<file path="src/rtl/stim_pkg.sv">
// Shared state encoding, default timing and output widths for the stimulation controller.
// Also imported by the datapath top and the testbench.
package stim_pkg;

  typedef enum logic [2:0] {
    ST_IDLE      = 3'd0,
    ST_CONFIRM   = 3'd1,
    ST_PULSE_HI  = 3'd2,
    ST_PULSE_NEG = 3'd3,
    ST_PULSE_LO  = 3'd4,
    ST_REFRACT   = 3'd5
  } stim_state_e;

  localparam int STIM_CONFIRM_COUNT = 4;
  localparam int STIM_PULSE_WIDTH   = 3;
  localparam int STIM_PULSE_PERIOD  = 10;
  localparam int STIM_NUM_PULSES    = 5;
  localparam int STIM_REFRACTORY    = 50;

  localparam int STIM_IDX_W       = 8;
  localparam int STIM_TRAIN_CNT_W = 16;

  function automatic int stim_max(input int a, input int b);
    return (a > b) ? a : b;
  endfunction

endpackage

</file>
<file path="src/rtl/stim_timer.sv">
// Loadable down-counter shared by every timed phase; done is high while the count is zero.
// A load takes effect on the next edge and overrides the decrement.
module stim_timer #(
  parameter int W = 6
) (
  input  logic         clk,
  input  logic         rst,
  input  logic         load_i,
  input  logic [W-1:0] val_i,
  output logic         done_o
);

  logic [W-1:0] cnt_q, cnt_d;

  always_comb begin
    cnt_d = cnt_q;
    if (load_i) begin
      cnt_d = val_i;
    end else if (cnt_q != '0) begin
      cnt_d = cnt_q - W'(1);
    end
  end

  always_ff @(posedge clk or negedge rst) begin
    if (!rst) cnt_q <= '0;
    else      cnt_q <= cnt_d;
  end

  assign done_o = (cnt_q == '0);

endmodule

</file>
<file path="src/rtl/stim_controller.sv">
// Closed-loop stimulation controller: confirms N consecutive detects, fires a pulse train, then locks out.
// Define STIM_BIPHASIC_EN to add a charge-balancing negative phase after every positive phase.
module stim_controller
  import stim_pkg::*;
#(
  parameter int CONFIRM_COUNT = STIM_CONFIRM_COUNT,
  parameter int PULSE_WIDTH   = STIM_PULSE_WIDTH,
  parameter int PULSE_PERIOD  = STIM_PULSE_PERIOD,
  parameter int NUM_PULSES    = STIM_NUM_PULSES,
  parameter int REFRACTORY    = STIM_REFRACTORY
) (
  input  logic                        clk,
  input  logic                        rst,
  input  logic                        en,
  input  logic                        detect,
  input  logic                        abort,
  output logic                        stim_out,
  output logic                        stim_neg,
  output logic                        busy,
  output logic [STIM_IDX_W-1:0]       pulse_idx,
  output logic [STIM_TRAIN_CNT_W-1:0] train_count
);

  localparam int TW = $clog2(stim_max(PULSE_PERIOD, REFRACTORY) + 1);
  localparam int CW = $clog2(CONFIRM_COUNT + 1);
`ifdef STIM_BIPHASIC_EN
  localparam int ACTIVE = 2 * PULSE_WIDTH;
`else
  localparam int ACTIVE = PULSE_WIDTH;
`endif
  // Timer loads are duration-1 because a phase exits in the cycle its count reads zero.
  localparam logic [TW-1:0] PW_LD = TW'(PULSE_WIDTH - 1);
  localparam logic [TW-1:0] LO_LD = TW'(PULSE_PERIOD - ACTIVE - 1);
  localparam logic [TW-1:0] RF_LD = TW'(REFRACTORY - 1);

  stim_state_e                 state_q, state_d;
  logic [CW-1:0]               conf_q, conf_d;
  logic [STIM_IDX_W-1:0]       idx_q, idx_d;
  logic [STIM_TRAIN_CNT_W-1:0] cnt_q, cnt_d;
  logic                        stim_out_q, busy_q;
  logic                        tmr_load, tmr_done, end_active;
  logic [TW-1:0]               tmr_val;

  stim_timer #(.W(TW)) u_timer (
    .clk    (clk),
    .rst    (rst),
    .load_i (tmr_load),
    .val_i  (tmr_val),
    .done_o (tmr_done)
  );

  always_comb begin
    state_d    = state_q;
    conf_d     = conf_q;
    idx_d      = idx_q;
    cnt_d      = cnt_q;
    tmr_load   = 1'b0;
    tmr_val    = '0;
    end_active = 1'b0;
    if (abort) begin
      state_d = ST_IDLE;
      conf_d  = '0;
      idx_d   = '0;
    end else begin
      case (state_q)
        ST_IDLE: if (en && detect) begin
          if (CONFIRM_COUNT == 1) begin
            state_d  = ST_PULSE_HI;
            tmr_load = 1'b1;
            tmr_val  = PW_LD;
          end else begin
            state_d = ST_CONFIRM;
            conf_d  = CW'(1);
          end
        end
        ST_CONFIRM: if (en) begin
          if (!detect) begin
            state_d = ST_IDLE;
            conf_d  = '0;
          end else if (conf_q == CW'(CONFIRM_COUNT - 1)) begin
            state_d  = ST_PULSE_HI;
            conf_d   = '0;
            tmr_load = 1'b1;
            tmr_val  = PW_LD;
          end else begin
            conf_d = conf_q + CW'(1);
          end
        end
        ST_PULSE_HI: if (tmr_done) begin
`ifdef STIM_BIPHASIC_EN
          state_d  = ST_PULSE_NEG;
          tmr_load = 1'b1;
          tmr_val  = PW_LD;
`else
          end_active = 1'b1;
`endif
        end
`ifdef STIM_BIPHASIC_EN
        ST_PULSE_NEG: if (tmr_done) end_active = 1'b1;
`endif
        ST_PULSE_LO: if (tmr_done) begin
          state_d  = ST_PULSE_HI;
          idx_d    = idx_q + STIM_IDX_W'(1);
          tmr_load = 1'b1;
          tmr_val  = PW_LD;
        end
        ST_REFRACT: if (tmr_done) begin
          state_d = ST_IDLE;
          idx_d   = '0;
          cnt_d   = cnt_q + STIM_TRAIN_CNT_W'(1);
        end
        default: state_d = ST_IDLE;
      endcase
      // The last pulse goes straight into lockout with no trailing low gap.
      if (end_active) begin
        tmr_load = 1'b1;
        if (idx_q == STIM_IDX_W'(NUM_PULSES - 1)) begin
          state_d = ST_REFRACT;
          tmr_val = RF_LD;
        end else begin
          state_d = ST_PULSE_LO;
          tmr_val = LO_LD;
        end
      end
    end
  end

  always_ff @(posedge clk or negedge rst) begin
    if (!rst) begin
      state_q    <= ST_IDLE;
      conf_q     <= '0;
      idx_q      <= '0;
      cnt_q      <= '0;
      stim_out_q <= 1'b0;
      busy_q     <= 1'b0;
    end else begin
      state_q    <= state_d;
      conf_q     <= conf_d;
      idx_q      <= idx_d;
      cnt_q      <= cnt_d;
      stim_out_q <= (state_d == ST_PULSE_HI);
      busy_q     <= (state_d == ST_PULSE_HI) || (state_d == ST_PULSE_NEG) ||
                    (state_d == ST_PULSE_LO) || (state_d == ST_REFRACT);
    end
  end

`ifdef STIM_BIPHASIC_EN
  logic stim_neg_q;
  always_ff @(posedge clk or negedge rst) begin
    if (!rst) stim_neg_q <= 1'b0;
    else      stim_neg_q <= (state_d == ST_PULSE_NEG);
  end
  assign stim_neg = stim_neg_q;
`else
  assign stim_neg = 1'b0;
`endif

  assign stim_out    = stim_out_q;
  assign busy        = busy_q;
  assign pulse_idx   = idx_q;
  assign train_count = cnt_q;

endmodule
</file>
<file path="config.mk">
export PLATFORM = sky130hd
export DESIGN_NAME = stim_controller
export DESIGN_NICKNAME = d
export VERILOG_FILES = /design/src/rtl/stim_pkg.sv /design/src/rtl/stim_timer.sv /design/src/rtl/stim_controller.sv
export SDC_FILE = /design/constraint.sdc
export NUM_CORES = 1
export LEC_CHECK = 0
export ABC_AREA = 1
export BUFFER_PORTS_ARGS = -buffer_cell sky130_fd_sc_hd__buf_2
export CAP_MARGIN = 5
export CORE_AREA = 2 2 80 63
export CTS_BUF_LIST = sky130_fd_sc_hd__clkbuf_16
export DETAILED_ROUTE_END_ITERATION = 16
export DIE_AREA = 0 0 82 65
export PLACE_DENSITY_LB_ADDON = 0.08
export SYNTH_ARGS = -nofsm -noshare
export SYNTH_HDL_FRONTEND = slang
export SYNTH_SLANG_ARGS = --single-unit
</file>
<file path="constraint.sdc">
create_clock -name clk -period 2.7 [get_ports clk]
set_input_delay 0.27 -clock clk [delete_from_list [all_inputs] [get_ports clk]]
set_output_delay 0.27 -clock clk [all_outputs]
set_load 0.1 [all_outputs]
</file>
==> After elaboration in Yosys (flattened, before gate mapping) <==
Index checks and enable logic that the tools add are counted.
{ "classes": {"addsub": 4, "n_eq_ne": 14, "muxes": 39, "n_bitwise": 1, "reduce_logical": 13} }
{ "ops": {"columns": ["op", "count"], "rows": [
  ["$mux W3", 13],
  ["$mux W6", 5],
  ["$mux W8", 3],
  ["$add A16 B1 Y16 const B", 1],
  ["$pmux W8 S2", 1],
  ["$pmux W3 S5", 1],
  ["$eq A3 B2 Y1 const B", 4],
  ["$eq A3 B3 Y1 const B", 4],
  ["$ne A3 B3 Y1 const B", 4],
  ["$mux W1", 9],
  ["$reduce_and A3 Y1", 3],
  ["$add A8 B1 Y8 const B", 1],
  ["$eq A8 B3 Y1 const B", 1],
  ["$mux W2", 4],
  ["$logic_not A6 Y1", 1],
  ["$pmux W3 S2", 1],
  ["$reduce_bool A3 Y1", 2],
  ["$reduce_bool A6 Y1", 1],
  ["$sub A6 B1 Y6 const B", 1],
  ["$pmux W2 S2", 1],
  ["$add A3 B1 Y3 const B", 1],
  ["$eq A3 B1 Y1 const B", 1],
  ["$logic_not A3 Y1", 1],
  ["$logic_or A1 B1 Y1", 3],
  ["4 further kinds", 4]
]} }
{ "word_totals": {"regBits": 38, "in_bits": 5, "out_inout_bits": 27, "word_cells": 78} }

==> Depth between registers and ports, before layout <==
Gate-level depths: netlist of the first run.
{ "depth": {"ltp_word": 11, "mapped_depth": 11} }

==> Hierarchy <==
A second synthesis of the first run with hierarchy kept.
{ "unflattened": {"cells_unflattened": 324, "area_unflattened_um2": 2326.0} }
{ "by_module_without_submodules": {"columns": ["mod", "instances", "cells_per_inst", "area_per_inst_um2", "seq_area_each_um2"], "rows": [
  ["stim_controller", 1, 269, 1913.1, 800.8],
  ["stim_timer", 1, 55, 412.9, 150.1]
]} }

==> Least setup slack after synthesis of the first run <==
OpenSTA, ideal clock, no wires.
{ "synth_timing": {"path_type": "register to register", "from": "register cnt_q[0], in the netlist train_count[0]", "to": "register cnt_q[14], in the netlist train_count[14]", "setup_time_ns": 0.120, "arrival_time_ns": 1.870, "required_time_ns": 2.580, "path_slack_ns": 0.710, "stages_incl_launch_ff": 8, "path_buffers": 0, "period_less_slack_ns": 1.990, "cell_sequence": "dfrtp_1 ha_1 nand3_1 nor2_1 nand3_1 xnor2_1 nand2_1 nand2_1"} }
{ "synth_via": {"elab_chain_len": 1} }
{ "synth_lines": {"columns": ["item", "line_no", "text"], "rows": [
  ["start, declared", "stim_controller.sv:39", "logic [STIM_TRAIN_CNT_W-1:0] cnt_q, cnt_d;"],
  ["start signal, assigned", "stim_controller.sv:140", "cnt_q <= cnt_d;"],
  ["$add A16 B1 Y16", "stim_controller.sv:110", "cnt_d = cnt_q + STIM_TRAIN_CNT_W'(1);"]
]} }
Every way passes these cells.
A chain may end at the register's enable or synchronous reset.

==> Worst setup path in the final report of the first run <==
{ "layout_timing": {"from": "register u_timer.cnt_q[0]", "to": "register idx_q[3], in the netlist pulse_idx[3]"} }
{ "layout_via": {"elab_chain_len": 3, "word_cells_on_any_way": 4} }
{ "layout_lines": {"columns": ["item", "line_no", "text"], "rows": [
  ["start, declared", "stim_timer.sv:13", "logic [W-1:0] cnt_q, cnt_d;"],
  ["start signal, assigned", "stim_timer.sv:26", "else cnt_q <= cnt_d;"],
  ["$logic_not A6 Y1 *", "stim_timer.sv:29", "assign done_o = (cnt_q == '0);"],
  ["$ne A3 B3 Y1 (no line)", null, null],
  ["$reduce_and A3 Y1 (no line) *", null, null],
  ["end signal, assigned", "stim_controller.sv:139", "idx_q <= idx_d;"],
  ["end, declared", "stim_controller.sv:38", "logic [STIM_IDX_W-1:0] idx_q, idx_d;"]
]} }
Mark *: on every way between the ends. The rest lies on a longest branch, timed or not.

==> impl_metrics.json, run 1 <==
{
  "drive_gt1_share_pct": 18.1,
  "hold_buffers": 0,
  "nets": 325,
  "setup_tns_ns": 0,
  "leakagePower_nw": 1.36,
  "crit_path_max_fanout": 7,
  "detailed_place_hpwl_mm": 3.44,
  "start_util_pct": 47.9,
  "core_sq_mm": 0.00462,
  "top_usage_layer": "met1",
  "synth_nets": 290,
  "clk_root_buffer_cell": "clkbuf_16",
  "final_util_pct": 56.5,
  "grt_max_degree": 39,
  "numPortBuffers": 30,
  "required_ns": 2.87,
  "die_area_sq_mm": 0.00533,
  "grt_pass1_vias": 1719,
  "routedWlPerCell_microns": 12.3,
  "clk_latency_ns": 0.28,
  "die_h_microns": 65,
  "die_x_microns": 82,
  "vdd_drop_max_uv": 401,
  "power_density_mw_per_mm2": 680,
  "final_common_cell": "nand2_1",
  "num_antenna_cells": 0,
  "worst_pin_slew_ns": 0.851,
  "p_sw_share_pct": 27.5,
  "status": "complete, no violations",
  "clock_path_buffers": 2,
  "synth.yosys.seq_area_share_pct": 42.9,
  "crit_chain": "inv_1 -> ha_1 -> nand2_2 -> nor2_8 -> a21oi_1 -> inv_2 -> a21oi_1 -> nor2_1",
  "place_inst": 367,
  "first_iter_violations": 140,
  "vias": 1875,
  "grt_use_met3_pct": 4.32,
  "drc": 0,
  "hold_violations": 0,
  "routed_wl_mm": 4.62,
  "final-max-slew-violation-count": 0,
  "syn_avg_cell_area_sq_um": 7.95,
  "cp_slowest_stage_delay_ns": 0.37,
  "start_kind": "flop",
  "min_period_over_period_pct": 62.7,
  "drt-pass1-iter-count": 5,
  "critPathKind": "flop to flop",
  "place_congestion": 0.829,
  "cts.htree.levels": 2,
  "reg2reg_slack_ns": 1.01,
  "clk_pin_slew_ns": 0.06,
  "fin_crit_ns": 1.69,
  "finalPower_mw": 1.78,
  "yosys_warnings": 0,
  "cts_resized": 0,
  "grt.met1_usage_pct": 30.8,
  "use_met2_pct": 26.8,
  "clock_skew_ns": 0.00629,
  "worstSetupStartpoint": "u_timer.cnt_q[0]$_DFFE_PN0P_",
  "worstSetupEndpointType": "flop",
  "cts_tree": "built",
  "p_sw_uw": 488,
  "worst_hold_path_type": "input pin to async pin",
  "drtAntennaViolNets": 0,
  "io_pins": 32,
  "setup_violations": 0,
  "clkPwrFrac_pct": 41.8,
  "rows": 22,
  "seqPwrFrac_pct": 38.0,
  "maxCapViolations": 0,
  "cp_data_arrival_time_ns": 1.86,
  "fin_cells": 375,
  "overflow": 0,
  "crit-reg2reg-launch": "u_timer.cnt_q[0]$_DFFE_PN0P_",
  "cts.sinks": 38,
  "rsz0062_at_grt": "no",
  "grtUsageTotal_pct": 19.6,
  "synthDistinctLibCells": 29,
  "antenna_found_initial": 0,
  "final_cell_mix": "nand2_1, inv_1, dfrtp_1",
  "syn_inst": 279,
  "max_freq_mhz": 591,
  "grt_pass1_wl_mm": 8.04,
  "ys_ff_latch": 38,
  "cp_common_cell": "a21oi_1",
  "internal_power_mw": 1.29,
  "holdWs_ns": 0.103,
  "cts_made_buffers": 5,
  "p_comb_share_pct": 20.2,
  "relSlewSlack_pct": 43.3,
  "via_per_inst": 5.00,
  "area_growth_pct": 17.8,
  "cpMaxStageDelayCell": "a21oi_1",
  "cts_setup_buffers": 0,
  "synth_area_sq_mm": 0.00222
}
synthesized netlist by cell type:
library cell	instances	area share (%)
nand2_2	3	0.85
or2_0	1	0.28
buf_4	1	0.34
buf_6	1	0.51
nand3b_1	1	0.34
nand3_2	2	0.90
xor2_1	14	5.5
nand2_1	57	9.7
nor3_1	9	2.0
inv_1	40	6.8
nor2_2	2	0.56
nand4_1	7	2.0
o21ai_1	3	0.68
or2_1	1	0.28
nor3_2	2	0.90
ha_1	6	3.4
nand2_4	1	0.51
xnor2_1	5	2.0
nor2_1	26	4.4
inv_2	5	0.85
nor2_4	3	1.5
o21ai_0	10	2.3
nor2_8	1	0.90
o22ai_1	3	0.85
a21oi_1	10	2.3
dfrtp_1	38	43
nand3_4	1	0.79
nand3_1	25	5.6
conb_1	1	0.17
per-layer routing:
layer | part of all wire [%] | up-vias | wire length, microns
li1 | - | 960 | -
met1 | 53 | 850 | 2470
met2 | 40 | 61 | 1830
met3 | 6.1 | 4 | 283
met4 | 0.78 | 0 | 36
met5 | 0 | - | 0
metrics by stage:
stage,worst slack [ns],area (sq um)
floorplan,0.710,2220
global placement,1.06,2420
detailed placement,1.01,2420
CTS,1.00,2610
global route,0.848,2610
finish,1.01,2610
power groups by stage:
stage | sequential, mW | combinational [mW] | clock (mW)
after floorplan | 0.679 | 0.294 | 0
after global placement | 0.685 | 0.357 | 0
after detailed placement | 0.685 | 0.360 | 0
after CTS | 0.675 | 0.363 | 0.762
after global routing | 0.682 | 0.406 | 0.788
final | 0.674 | 0.359 | 0.743
flip-flops by register name, summed over array words and instances (netlist names):
signal         cells
train_count       16
busy               1
u_timer.cnt_q      6
pulse_idx          8
conf_q             3
stim_out           1
state_q            3
critical path, delay by kind of cell (launching register included):
kind	cells	cell delay, ns
buffers and inverters	2	0.24
DFF	1	0.34
and+or+nand+nor	3	0.24
adders and majority gates	1	0.24
AOI/OAI and AO/OA	2	0.52
worst paths after layout:
kind,to,cells past startpoint
setup / recovery,pulse_idx[3]$_DFFE_PN0P_,8
setup reg to reg,pulse_idx[3]$_DFFE_PN0P_,8
max in group asynchronous,train_count[8]$_DFFE_PN0P_,1
hold / removal,pulse_idx[1]$_DFFE_PN0P_,1
hold reg to reg,conf_q[2]$_DFFE_PN0P_,2
min in group clk,state_q[2]$_DFF_PN0_,2
cells by family (layout without fill, tap and decap cells):
family / count (synthesis) / count (layout) / synth area share, %
AOI/OAI and AO/OA: 26 / 26 / 6.04
xor gates and xnor gates: 19 / 19 / 7.51
adders and majority gates: 6 / 6 / 3.39
buffers and inverters: 47 / 83 / 8.47
DFF: 38 / 38 / 42.9
other: 1 / 1 / 0.169
and+or+nand+nor: 142 / 142 / 31.5
cell type report:
class	instances	area (sq um)
clock buffer	5	125
clock inverter	3	63.8
fill	455	2010
inverter	45	169
multi-input combinational	194	1080
sequential	38	951
tap	60	75.1
timing repair buffer	30	150
Power figures use the tool's default switching activity.
==> run 2: changes to the inputs <==
Clock period 2.7 ns to 1.6 ns, I/O delays scaled along.
==> run 2 against run 1 <==
Power grew 79%. Core utilization grew 5.5 points. Critical endpoint is now train_count[8]$_DFFE_PN0P_. Die area is the same. Hold slack gained 0.052 ns. Highest routed layer unchanged. Combinational power grew 110%. Cell count grew 4.5%. Critical path type unchanged. Global-route usage grew 1.6 points.
==> impl_metrics.json, run 2 (synthesis gave the netlist of run 1 again) <==
{
  "status": "complete, no violations",
  "via_per_inst": 4.97,
  "setup_violations": 0,
  "drt-pass1-iter-count": 6,
  "n_fill_cell": 414,
  "grt_max_degree": 31,
  "grt_use_met3_pct": 4.87,
  "clk_latency_ns": 0.28,
  "p_sw_uw": 914,
  "drtAntennaViolNets": 0,
  "crit_path_max_fanout": 6,
  "final_cell_mix": "nand2_1, inv_1, buf_2",
  "vias": 1949,
  "fin_cells": 392,
  "p_comb_share_pct": 23.6,
  "place_inst": 378,
  "holdWs_ns": 0.154,
  "relSlewSlack_pct": 52.9,
  "cts_made_buffers": 5,
  "internal_power_mw": 2.26,
  "cpMaxStageDelayCell": "dfrtp_1",
  "io_pins": 32,
  "routedWlPerCell_microns": 13.0,
  "hold_violations": 0,
  "maxCapViolations": 0,
  "grt_pass1_vias": 1756,
  "finalPower_mw": 3.17,
  "first_iter_violations": 137,
  "crit_chain": "inv_2 -> ha_4 -> nand2_4 -> nor2_8 -> nand3_4 -> buf_12 -> nor3_4 -> xor2_1",
  "leakagePower_nw": 1.44,
  "antenna_found_initial": 0,
  "drc": 0,
  "clkPwrFrac_pct": 40.3,
  "final_common_cell": "nand2_1",
  "hold_depth": 2,
  "clock_skew_ns": 0.00476,
  "place_congestion": 0.848,
  "required_ns": 1.80,
  "core_sq_mm": 0.00462,
  "die_h_microns": 65,
  "cp_data_arrival_time_ns": 1.75,
  "largest_reg_flops": 16,
  "final-max-slew-violation-count": 0,
  "p_sw_share_pct": 28.8,
  "rsz0062_at_grt": "yes",
  "max_freq_mhz": 646,
  "worst_hold_path_type": "input pin to flop",
  "power_density_mw_per_mm2": 1110,
  "seqPwrFrac_pct": 36.1,
  "numPortBuffers": 30,
  "overflow": 0,
  "rows": 22,
  "cts.htree.levels": 2,
  "clk_root_buffer_cell": "clkbuf_16",
  "cp_slowest_stage_delay_ns": 0.39,
  "vdd_drop_max_uv": 743,
  "worstSetupEndpointType": "flop",
  "nets": 342,
  "grt_pass1_wl_mm": 8.42,
  "grtUsageTotal_pct": 21.2,
  "cts.sinks": 38,
  "grt.met1_usage_pct": 33.4,
  "num_antenna_cells": 0,
  "use_met2_pct": 27.6,
  "fin_crit_ns": 1.55,
  "die_area_sq_mm": 0.00533,
  "worst_pin_slew_ns": 0.706,
  "critPathKind": "flop to flop",
  "detailed_place_hpwl_mm": 3.61,
  "area_growth_pct": 29.3,
  "clock_path_buffers": 2,
  "start_util_pct": 47.9,
  "die_x_microns": 82,
  "cts_tree": "built",
  "min_period_over_period_pct": 96.7,
  "top_usage_layer": "met1",
  "ff2ff_path_depth": 8,
  "clk_pin_slew_ns": 0.06,
  "start_kind": "flop",
  "drive_gt1_share_pct": 31.9,
  "routed_wl_mm": 5.08
}
run 2: what timing repair did:
item | 4_1_cts | 5_1_grt
hold buffers | 1 | 0
endpoints found under the hold margin | 28 | 0
buffers inserted | 1 | 4
resized for setup | 2 | 16
setup endpoints to repair | 8 | 27
pin swaps | 0 | 8
cloned | 0 | 0
run 2: final cells by class:
cell class | count | area [sq um] | share of cell area, %
Timing Repair Buffer | 47 | 293 | 10.2
Tap cell | 60 | 75.1 | 2.62
Sequential cell | 38 | 992 | 34.6
Multi-Input combinational cell | 194 | 1150 | 40.1
Clock buffer | 5 | 125 | 4.36
Inverter | 45 | 169 | 5.89
Clock inverter | 3 | 63.8 | 2.23
run 2: worst max-delay path: cells and delay by family, from the launching register on:
family | cells | cell delay (ns)
xor+xnor | 1 | 0.16
simple gates | 4 | 0.50
flops | 1 | 0.39
buf+inv | 2 | 0.27
fa+ha+maj | 1 | 0.15
run 2: power by group through the flow:
stage	sequential, mW	clock [mW]	combinational [mW]
2_1_floorplan	1.15	0	0.496
3_3_place_gp	1.15	0	0.678
3_5_place_dp	1.15	0	0.682
4_1_cts	1.13	1.30	0.691
5_1_grt	1.16	1.35	0.857
6_report	1.15	1.28	0.750
run 2: metrics by stage:
stage	TNS [ns]	setup WS (ns)	utilization, %	area [sq um]
finish	0	0.0521	62.0	2870
global route	-0.113	-0.0454	62.0	2870
CTS	0	0.00152	59.6	2760
detailed placement	-0.123	-0.0669	55.1	2550
global placement	-0.0364	-0.0326	55.1	2550
floorplan	0	0.0254	-	2260
run 2: path summary, 6_finish.rpt:
kind / start / slack, ns / end
max reg2reg: u_timer.cnt_q[1]$_DFFE_PN0P_ / 0.05 / train_count[8]$_DFFE_PN0P_
max in group asynchronous: rst / 0.54 / pulse_idx[7]$_DFFE_PN0P_
min: abort / 0.15 / state_q[2]$_DFF_PN0_
min in group asynchronous: rst / 0.46 / pulse_idx[2]$_DFFE_PN0P_
max: u_timer.cnt_q[1]$_DFFE_PN0P_ / 0.05 / train_count[8]$_DFFE_PN0P_
min reg2reg: train_count[6]$_DFFE_PN0P_ / 0.51 / train_count[6]$_DFFE_PN0P_
run 2: routing by layer:
metal / routed length [microns] / vias to the layer above
met5: 0 / -
li1: - / 992
met2: 2110 / 63
met3: 278 / 8
met1: 2620 / 886
met4: 72 / 0
